==> src/rtl/axi_pkg.sv <==
// Shared AXI read-channel constants and the slave_read state type.
// Also provides the default ID width macro AXI_ID_BITS when not set by the build.
`ifndef AXI_ID_BITS
`define AXI_ID_BITS 4
`endif

package axi_pkg;

  localparam logic [1:0] BURST_FIXED = 2'b00;
  localparam logic [1:0] BURST_INCR  = 2'b01;
  localparam logic [1:0] BURST_WRAP  = 2'b10;

  localparam logic [1:0] RESP_OKAY   = 2'b00;
  localparam logic [1:0] RESP_SLVERR = 2'b10;

  localparam logic [2:0] SIZE_4B     = 3'b010;

  typedef enum logic [1:0] {
    ST_IDLE  = 2'd0,
    ST_FETCH = 2'd1,
    ST_DATA  = 2'd2,
    ST_ERR   = 2'd3
  } rd_state_t;

  // WRAP bursts need a power-of-two beat count of 2, 4, 8 or 16.
  function automatic logic wrap_len_ok(input logic [3:0] len);
    wrap_len_ok = (len == 4'd1) || (len == 4'd3) || (len == 4'd7) || (len == 4'd15);
  endfunction

endpackage

==> src/rtl/slave_read_addr_gen.sv <==
// Next word-address computation for INCR and WRAP read bursts.
// Works on word addresses, so wrap at the top of the SRAM falls out of the width.
module slave_read_addr_gen
  import axi_pkg::*;
#(
  parameter int MEM_AW = 14
) (
  input  logic [MEM_AW-1:0] waddr_i,
  input  logic [1:0]        burst_i,
  input  logic [3:0]        len_i,
  output logic [MEM_AW-1:0] waddr_next_o
);

  logic [MEM_AW-1:0] inc_s;
  logic [MEM_AW-1:0] mask_s;

  // A legal WRAP length (beats-1) is already the in-window word mask.
  always_comb begin
    inc_s  = waddr_i + {{(MEM_AW-1){1'b0}}, 1'b1};
    mask_s = {{(MEM_AW-4){1'b0}}, len_i};
    if (burst_i == BURST_WRAP) begin
      waddr_next_o = (waddr_i & ~mask_s) | (inc_s & mask_s);
    end else begin
      waddr_next_o = inc_s;
    end
  end

endmodule

==> src/rtl/slave_read.sv <==
// AXI read-only slave in front of a synchronous single-cycle SRAM.
// Define SLAVE_READ_WRAP_EN to accept WRAP bursts; otherwise they answer SLVERR.
`ifndef AXI_ID_BITS
`define AXI_ID_BITS 4
`endif

module slave_read
  import axi_pkg::*;
#(
  parameter int MEM_AW = 14,
  parameter int ID_W   = `AXI_ID_BITS
) (
  input  logic              ACLK,
  input  logic              ARESET,
  input  logic [ID_W-1:0]   ARID,
  input  logic [31:0]       ARADDR,
  input  logic [3:0]        ARLEN,
  input  logic [2:0]        ARSIZE,
  input  logic [1:0]        ARBURST,
  input  logic              ARVALID,
  output logic              ARREADY,
  output logic [ID_W-1:0]   RID,
  output logic [31:0]       RDATA,
  output logic [1:0]        RRESP,
  output logic              RLAST,
  output logic              RVALID,
  input  logic              RREADY,
  output logic              mem_cs,
  output logic [MEM_AW-1:0] mem_addr,
  input  logic [31:0]       mem_rdata,
  output logic              busy
);

  rd_state_t         state_q, state_d;
  logic [3:0]        cnt_q, cnt_d;
  logic [3:0]        len_q, len_d;
  logic [1:0]        burst_q, burst_d;
  logic [MEM_AW-1:0] waddr_q, waddr_d;
  logic [MEM_AW-1:0] waddr_next_s;
  logic [ID_W-1:0]   id_q, id_d;
  logic [31:0]       rdata_q, rdata_d;
  logic              fresh_q, fresh_d;
  logic              wrap_ok_s;
  logic              legal_s;
  logic              unused_addr_s;

  // Byte-lane bits and bits above the SRAM window play no part in addressing.
  assign unused_addr_s = ^{ARADDR[31:MEM_AW+2], ARADDR[1:0]};

`ifdef SLAVE_READ_WRAP_EN
  assign wrap_ok_s = (ARBURST == BURST_WRAP) && wrap_len_ok(ARLEN);
`else
  assign wrap_ok_s = 1'b0;
`endif

  assign legal_s = (ARSIZE == SIZE_4B) && ((ARBURST == BURST_INCR) || wrap_ok_s);

  slave_read_addr_gen #(
    .MEM_AW (MEM_AW)
  ) u_addr_gen (
    .waddr_i      (waddr_q),
    .burst_i      (burst_q),
    .len_i        (len_q),
    .waddr_next_o (waddr_next_s)
  );

  // State, burst context and beat data registers.
  always_ff @(posedge ACLK) begin
    if (ARESET) begin
      state_q <= ST_IDLE;
      cnt_q   <= 4'd0;
      len_q   <= 4'd0;
      burst_q <= 2'b00;
      waddr_q <= '0;
      id_q    <= '0;
      rdata_q <= 32'd0;
      fresh_q <= 1'b0;
    end else begin
      state_q <= state_d;
      cnt_q   <= cnt_d;
      len_q   <= len_d;
      burst_q <= burst_d;
      waddr_q <= waddr_d;
      id_q    <= id_d;
      rdata_q <= rdata_d;
      fresh_q <= fresh_d;
    end
  end

  // Next-state and output decode; fresh_q marks the cycle SRAM data is live.
  always_comb begin
    state_d  = state_q;
    cnt_d    = cnt_q;
    len_d    = len_q;
    burst_d  = burst_q;
    waddr_d  = waddr_q;
    id_d     = id_q;
    rdata_d  = fresh_q ? mem_rdata : rdata_q;
    fresh_d  = 1'b0;
    ARREADY  = 1'b0;
    RVALID   = 1'b0;
    RID      = '0;
    RDATA    = 32'd0;
    RRESP    = RESP_OKAY;
    RLAST    = 1'b0;
    mem_cs   = 1'b0;
    mem_addr = waddr_q;
    busy     = 1'b1;

    case (state_q)
      ST_IDLE: begin
        ARREADY = 1'b1;
        busy    = 1'b0;
        if (ARVALID) begin
          id_d    = ARID;
          waddr_d = ARADDR[MEM_AW+1:2];
          len_d   = ARLEN;
          cnt_d   = ARLEN;
          burst_d = ARBURST;
          state_d = legal_s ? ST_FETCH : ST_ERR;
        end else begin
          state_d = ST_IDLE;
        end
      end
      ST_FETCH: begin
        mem_cs  = 1'b1;
        fresh_d = 1'b1;
        state_d = ST_DATA;
      end
      ST_DATA: begin
        RVALID = 1'b1;
        RID    = id_q;
        RLAST  = (cnt_q == 4'd0);
        RDATA  = fresh_q ? mem_rdata : rdata_q;
        if (RREADY) begin
          if (cnt_q == 4'd0) begin
            state_d = ST_IDLE;
          end else begin
            // Prefetch the next beat in the handshake cycle for 1 beat/cycle.
            cnt_d    = cnt_q - 4'd1;
            waddr_d  = waddr_next_s;
            mem_cs   = 1'b1;
            mem_addr = waddr_next_s;
            fresh_d  = 1'b1;
          end
        end else begin
          state_d = ST_DATA;
        end
      end
      ST_ERR: begin
        RVALID = 1'b1;
        RID    = id_q;
        RRESP  = RESP_SLVERR;
        RLAST  = (cnt_q == 4'd0);
        if (RREADY) begin
          if (cnt_q == 4'd0) begin
            state_d = ST_IDLE;
          end else begin
            cnt_d = cnt_q - 4'd1;
          end
        end else begin
          state_d = ST_ERR;
        end
      end
      default: begin
        state_d = ST_IDLE;
      end
    endcase
  end

endmodule

==> config.mk <==
export PLATFORM = sky130hd
export DESIGN_NAME = slave_read
export DESIGN_NICKNAME = d
export VERILOG_FILES = /design/src/rtl/axi_pkg.sv /design/src/rtl/slave_read_addr_gen.sv /design/src/rtl/slave_read.sv
export SDC_FILE = /design/constraint.sdc
export NUM_CORES = 1
export LEC_CHECK = 0
export CAP_MARGIN = 20
export CORE_MARGIN = 3
export CORE_UTILIZATION = 44
export DETAILED_ROUTE_END_ITERATION = 6
export GPL_TIMING_DRIVEN = 0
export PLACE_DENSITY = 0.93
export RECOVER_POWER = 50
export SLEW_MARGIN = 5
export SYNTH_ARGS = -nofsm -noshare
export SYNTH_HDL_FRONTEND = slang
export SYNTH_SLANG_ARGS = --single-unit
==> constraint.sdc <==
create_clock -name ACLK -period 2.5 [get_ports ACLK]
set_clock_uncertainty 0.2 [all_clocks]
set_input_delay 0.5 -clock ACLK [delete_from_list [all_inputs] [get_ports ACLK]]
set_output_delay 0.5 -clock ACLK [all_outputs]
set_load 0.05 [all_outputs]
# After elaboration in Yosys (flattened, before gate mapping)
# Cells that the tools add are included.
# totals
register_bits	63
word_cells	59
output_inout_bits	57
# op_classes
n_eq_ne	9
n_reduce_logical	9
n_addsub	2
bitwise	4
n_mux	27
# op_table
cell	n
14-bit two-way mux	5
32-bit two-way mux	2
14-bit one-hot mux with 2 select lines	1
4-bit two-way mux	4
14-bit by 1-bit adder with 14-bit output, second input constant	1
14-bit AND	1
14-bit by 4-bit AND with 14-bit output	1
4-bit NOT with 14-bit output	1
14-bit bitwise OR	1
2-bit two-way mux	6
2-bit one-hot mux with 4 select lines	1
4-bit one-hot mux with 2 select lines	1
2-bit equality test, second input constant	3
1-bit two-way mux	6
2-bit by 1-bit equality test with 1-bit output, second input constant	2
4-bit logical NOT	1
2-bit != test, second input constant	2
2-bit AND reduction	2
4-bit AND reduction	1
2-bit nonzero test	2
4-bit by 1-bit subtractor with 4-bit output, second input constant	1
3-bit by 2-bit equality test with 1-bit output, second input constant	1
2-bit logical NOT	1
2-bit by 1-bit != test with 1-bit output, second input constant	1
3 further kinds	3

# Longest topological paths before layout
# Gate-level depths: netlist of the first run.
# depth
word_depth	7
ltp_mapped	8

# Hierarchy
# A second synthesis of the first run with hierarchy kept.
# hier_totals
hier_cells	402
hier_area_um2	3340.7
# by_module_without_submodules
mod	instances	seq_area_each_um2	cells_per_inst	area_each_um2
slave_read	1	1261.2	364	3070.4
slave_read_addr_gen	1	0.0	38	270.3

# Least setup slack after synthesis of the first run
# OpenSTA, ideal clock, no wires.
# synth_timing
path_type	flip-flop to output port
startpoint	register cnt_q[0]
endpoint	output mem_addr[0]
path_stages_with_launch	8
slack_ns	-0.350
t_required_ns	1.800
n_path_buf	1
t_arrival_ns	2.150
path_cell_list	dfxtp_1 -> inv_1 -> ha_1 -> or3b_1 -> buf_6 -> o211ai_1 -> or2_2 -> xnor2_1
# synth_via
elab_chain_len	4
# synth_rtl
element	line	rtl
start, declared	slave_read.sv:35	logic [3:0] cnt_q, cnt_d;
start signal, assigned	slave_read.sv:80	cnt_q <= cnt_d;
4-bit logical NOT	slave_read.sv:136	if (cnt_q == 4'd0) begin
14-bit two-way mux	slave_read.sv:136	
14-bit two-way mux	-	
14-bit two-way mux	slave_read.sv:110	case (state_q)
end, declared	slave_read.sv:29	output logic [MEM_AW-1:0] mem_addr,
# No other way between the ends.

# Worst setup path after layout of the first run
# layout_timing
startpoint	register cnt_q[0]
endpoint	output mem_addr[5]
# The elaborated chain is that of the path after synthesis.

==> flow_metrics.py, run 1 <==
metrics = {
    "sta": {
        "finalWorstSetupSlack_ns": -0.368,
        "max_freq_mhz": 349,
        "tightestPinTransition_ns": 0.711,
        "finalSetupViolCount": 53,
        "relSlewSlack": 0.526,
        "hold_viol_final": 0,
        "final_max_slew_viol_count": 0,
        "finalCritPeriodShare": 1.15,
        "rsz0062_at_grt": "yes",
        "finalWorstPathRequiredPeriod_ns": 2.87,
    },
    "pwr": {
        "irDropWorstVdd_mv": 0.447,
        "leakage_nw": 2.27,
        "finalPower_mw": 3.23,
        "p_per_area_nw_per_um2": 558,
    },
    "placed_design": {
        "dp_hpwl_mm": 8.45,
        "portBuffers": 116,
        "gp_congestion": 0.882,
    },
    "clock_network": {
        "worst_skew_pair.late_latency_ns": 0.36,
        "clkTransAtPathRegs_ns": 0.07,
        "h-tree-depth": 3,
        "clk_path_buf_depth": 2,
        "cts_tree": "built",
        "cts.sinks": 63,
        "cts-root-buf": "clkbuf_8",
        "cts_buffers": 9,
    },
    "synth": {
        "syn_avg_cell_area_um2": 8.09,
        "synth_cell_types": 69,
        "synth.most_common_cell": "nor2_1",
        "yosysWarnings": 0,
        "syn-instance-count": 438,
        "synth_area_leaders": "dfxtp_1 (36%), mux2i_1 (9.6%), nor2_1 (9.0%)",
        "synthFlopType": "dfxtp_1",
        "syn_area_um2": 3540,
        "synthesis.nets": 525,
        "netlist_top_cells_count": "nor2_1 (85), dfxtp_1 (63), nand2_1 (36)",
        "netlist.top_cell.by_area": "dfxtp_1",
        "yosysSeqAreaShare": 0.356,
        "synth_edf_count": 0,
        "synth_top_cell_area_share": 0.356,
        "async_flop_share": 0,
        "ys_ff_latch": 63,
    },
    "worst_setup_path": {
        "critical_path_buf_inv_count": 3,
        "endpoint_kind": "output pin",
        "worst-setup-path-type": "register to output pin",
        "start_kind": "register",
        "required_ns": 1.80,
        "slowest_delay_ns": 0.47,
        "cp.arrival_ns": 2.17,
        "crit_family": "simple AND/OR/NAND/NOR gates",
        "worstPathMaxFanout": 4,
        "cp_cell_sequence": "inv_2 > ha_4 > or3b_4 > buf_16 > nand2_8 > nor4_4 > xor2_4 > buf_6",
        "cp_slowest_cell": "nor4_4",
    },
    "final_layout": {
        "nets": 683,
        "drive_gt1_frac": 0.329,
        "antennaDiodeCount": 0,
        "synthToLayoutAreaGrowth_pct": 63.3,
        "utilization": 0.745,
    },
    "drt": {
        "ant_nets": 0,
        "vias": 4049,
        "via_per_inst": 5.76,
        "drc": 0,
        "drt-total-wl_mm": 13.1,
        "drt_first_pass_iters": 7,
        "wl_per_cell_um": 18.6,
        "drtIter0Drc": 317,
    },
    "global_routing": {
        "grt_start_max_net_pins": 13,
        "overflow": 0,
        "first_global_vias": 3870,
        "grt.total_usage": 0.263,
        "grt_pass1_wl_mm": 18.7,
        "antenna_found_initial": 0,
    },
    "floorplan": {
        "die_width_um": 95.7,
        "die_h_um": 95.7,
        "start_util": 0.456,
        "core_area_um2": 7770,
        "dieArea_um2": 9160,
        "num_rows": 32,
        "pin_count": 138,
    },
    "min_path": {
        "min_path_type": "register to register",
    },
    "outcome": {
        "violations": "negative setup slack",
        "status": "complete, but fails checks",
    },
    "run": {
        "maxCapViolations": 0,
    },
}
cells in the final DEF (no fill, tap or decap), types with 4 or more instances in the layout:
cell and instances:
nor2_1 73, and3_1 6, xor2_4 4, mux2i_1 34, dfxtp_1 52, clkdlybuf4s50_1 60, buf_2 5, nand2_1 32
clkbuf_1 13, clkbuf_8 11, inv_1 4, nor2_2 11, o211ai_1 5, nand3_1 11, a31oi_1 7, a21oi_1 25
o21ai_0 8, nand4_1 6, and2_1 11, buf_4 56, dfxtp_2 8, xnor2_2 5, buf_6 35
per-stage QoR:
step	TNS (ns)	hold slack, ns	worst slack (ns)	cells	area, µm²
after floorplan	-3.60	0.232	-0.118	438	3760
after global placement	-37.22	0.240	-0.915	656	5050
after detailed placement	-39.55	0.245	-0.996	656	5050
after CTS	-2.49	0.255	-0.305	690	5590
after global routing	-15.00	0.275	-0.389	703	5780
final	-7.24	0.253	-0.368	703	5780
registers in the layout, indices dropped and copies added, names as in the netlist:
name and cells:
rdata_q 32, fresh_q 1, state_q 2, waddr_q 14, len_q 4, id_q 4, cnt_q 4, burst_q 2
metal layers:
metal  wire length (µm)  track usage  vias up  share of wire
met5                  0            0        -              0
met3               1130       0.0657       59          0.086
li1                   -            -     1845              -
met2               6750        0.472      227           0.52
met4                521        0.120        0          0.040
met1               4690        0.290     1918           0.36
path summary, 6_finish.rpt:
| kind | startpoint | depth (start not counted) | end | slack, ns |
|---|---|---|---|---|
| min | id_q[3] | 2 | id_q[3] | 0.25 |
| max reg2reg | state_q[1] | 7 | waddr_q[0] | -0.12 |
| max | cnt_q[0] | 8 | mem_addr[5] | -0.37 |
| min reg2reg | id_q[3] | 2 | id_q[3] | 0.25 |
tightest hold or removal path, cell delays in order, from the launching register on:
cell and delay [ns]:
dfxtp_1 0.31, nand2_1 0.05, a21oi_1 0.05
what timing repair did:
action                     4_1_cts  5_1_grt
hold buffers                     0        0
gates cloned                     1        0
setup buffers                   19       14
resized for setup              409       35
pin swaps                       21       13
setup endpoints to repair       56       55
cell families after synthesis:
kind of cell | Yosys count | share of synthesized area
simple gates | 201 | 0.284
compound gates | 76 | 0.149
flops | 63 | 0.356
buf+inv | 43 | 0.0562
mux | 35 | 0.100
xor+xnor | 13 | 0.0321
fa+ha+maj | 6 | 0.0212
other cells | 1 | 0.00106
final cells by class:
cell class / instances / area (µm²)
Multi-Input combinational cell: 332 / 2490
Fill cell: 540 / 1980
Timing Repair Buffer: 150 / 1420
Sequential cell: 63 / 1280
Buffer: 31 / 219
Tap cell: 102 / 128
Clock buffer: 9 / 124
Clock inverter: 7 / 71.3
Inverter: 9 / 46.3
report_power, final:
| part | total, mW | switching, mW | internal, mW |
|---|---|---|---|
| Clock | 0.898 | 0.439 | 0.459 |
| Combinational | 1.18 | 0.647 | 0.533 |
| Sequential | 1.15 | 0.0781 | 1.07 |
| Total | 3.23 | 1.16 | 2.06 |
(Power assumes the default switching activity.)
==> run 2, diff against run 1 <==
--- a/config.mk
+++ b/config.mk
@@ -10,8 +10,10 @@
 export CORE_UTILIZATION = 44
 export DETAILED_ROUTE_END_ITERATION = 6
 export GPL_TIMING_DRIVEN = 0
+export HOLD_SLACK_MARGIN = 0.1
 export PLACE_DENSITY = 0.93
 export RECOVER_POWER = 50
+export SKIP_CTS_REPAIR_TIMING = 1
 export SLEW_MARGIN = 5
 export SYNTH_ARGS = -nofsm -noshare
 export SYNTH_HDL_FRONTEND = slang
==> flow_metrics.py, run 2 (synthesized netlist as in run 1, its figures left out) <==
metrics = {
    "outcome": {
        "status": "complete, but fails checks",
        "violations": "negative setup slack",
    },
    "floorplan": {
        "dieArea_um2": 9160,
        "core_area_um2": 7770,
        "start_util": 0.456,
        "num_rows": 32,
        "pin_count": 138,
        "die_width_um": 95.7,
        "die_h_um": 95.7,
    },
    "sta": {
        "finalWorstSetupSlack_ns": -0.442,
        "finalWorstPathRequiredPeriod_ns": 2.94,
        "max_freq_mhz": 340,
        "hold_viol_final": 0,
        "final_max_slew_viol_count": 0,
        "relSlewSlack": 0.589,
        "rsz0062_at_grt": "yes",
        "finalCritPeriodShare": 1.18,
        "finalSetupViolCount": 50,
        "tightestPinTransition_ns": 0.616,
    },
    "drt": {
        "drtIter0Drc": 383,
        "drc": 0,
        "drt_first_pass_iters": 6,
        "via_per_inst": 6.09,
        "vias": 4305,
        "wl_per_cell_um": 22.1,
        "ant_nets": 0,
        "drt-total-wl_mm": 15.6,
    },
    "min_path": {
        "hold_depth": 2,
        "min_from": "id_q[2]",
        "min_path_type": "register to register",
    },
    "final_layout": {
        "top_register": "rdata_q",
        "most-common-layout-cells": "clkdlybuf4s50_1 (60), dfxtp_1 (55), nor2_1 (50)",
        "multi_input_area_um2": 2640,
        "layout_commonest_cell": "clkdlybuf4s50_1",
        "drive_gt1_frac": 0.369,
        "regArea_um2": 1280,
        "nets": 687,
        "nFillCells": 424,
        "antennaDiodeCount": 0,
        "largest_register_ffs": 32,
        "synthToLayoutAreaGrowth_pct": 75.6,
        "reg.largest.list": "rdata_q x32, waddr_q x14",
        "utilization": 0.801,
    },
    "clock_network": {
        "cts-root-buf": "clkbuf_8",
        "clk_path_buf_depth": 2,
        "cts_buffers": 9,
        "clkTransAtPathRegs_ns": 0.07,
        "cts_tree": "built",
        "h-tree-depth": 3,
        "cts.sinks": 63,
        "worst_skew_pair.late_latency_ns": 0.37,
    },
    "global_routing": {
        "grt.total_usage": 0.246,
        "grt_pass1_wl_mm": 17.5,
        "grt_start_max_net_pins": 13,
        "first_global_vias": 3684,
        "antenna_found_initial": 0,
        "overflow": 0,
    },
    "placed_design": {
        "gp_congestion": 0.882,
        "portBuffers": 116,
        "dp_hpwl_mm": 8.45,
    },
    "worst_setup_path": {
        "r2r_slack_ns": 0.01,
        "crit_start": "cnt_q[1]",
        "endpoint_kind": "output pin",
        "required_ns": 1.80,
        "start_kind": "register",
        "cp.arrival_ns": 2.24,
        "r2r-start": "state_q[1]",
        "worst-r2r-cell-count": 7,
        "worst-setup-path-type": "register to output pin",
        "worstPathMaxFanout": 5,
    },
    "pwr": {
        "p_per_area_nw_per_um2": 543,
        "irDropWorstVdd_mv": 0.600,
        "finalPower_mw": 3.38,
        "leakage_nw": 2.40,
    },
    "run": {
        "maxCapViolations": 0,
    },
}
run 2: cell count changes in the layout (fill, tap and decap cells not counted), sizes merged:
| cell | change |
|---|---|
| clkbuf | +8 |
| buf | -3 |
| clkdlybuf4s15 | -3 |
| dlymetal6s2s | +3 |
| clkinvlp | +2 |
| dlygate4sd2 | -2 |
| clkinv | -1 |
run 2: final timing paths:
path                 endpoint
hold / removal        id_q[2]
hold reg to reg       id_q[2]
setup reg to reg   waddr_q[0]
setup / recovery  mem_addr[1]
run 2: cell type report:
class / instances / area share
repair inverters: 1 / 0.000805
repair buffers: 153 / 0.272
inverters: 9 / 0.00684
flip-flops and latches: 63 / 0.205
clock buffers: 9 / 0.0199
plain buffers: 31 / 0.0394
multi-input cells: 332 / 0.424
well taps: 102 / 0.0205
clock inverters: 7 / 0.0115
run 2: worst max-delay path: stages (launching register included):
cell and delay (ns):
dfxtp_2 0.33, inv_2 0.07, ha_4 0.15, or3b_4 0.42, buf_8 0.16, a41oi_1 0.23, a21boi_2 0.27, nor2_2 0.09
buf_6 0.16
run 2: power by group:
| part | leakage, nW | internal, mW | switching, mW |
|---|---|---|---|
| registers | 0.516 | 1.07 | 0.0813 |
| clock network | 0.0916 | 0.460 | 0.481 |
| logic | 1.79 | 0.571 | 0.717 |
run 2: routing by layer:
metal | track usage | wire (µm) | vias to the layer above
li1 | - | - | 1862
met2 | 0.439 | 8000 | 326
met5 | 0 | 0 | -
met3 | 0.0657 | 1460 | 100
met4 | 0.0948 | 800 | 0
met1 | 0.279 | 5370 | 2017
run 2: through the flow:
stage               cells  hold WS, ns  TNS [ns]  cell area, µm²  setup WS [ns]
floorplan             438        0.232     -3.60            3760         -0.118
global placement      656        0.240    -37.22            5050         -0.915
detailed placement    656        0.245    -39.55            5050         -0.996
CTS                   672        0.255    -61.11            5240          -1.39
global route          707        0.281     -9.87            6220         -0.460
finish                707        0.263     -8.77            6220         -0.442
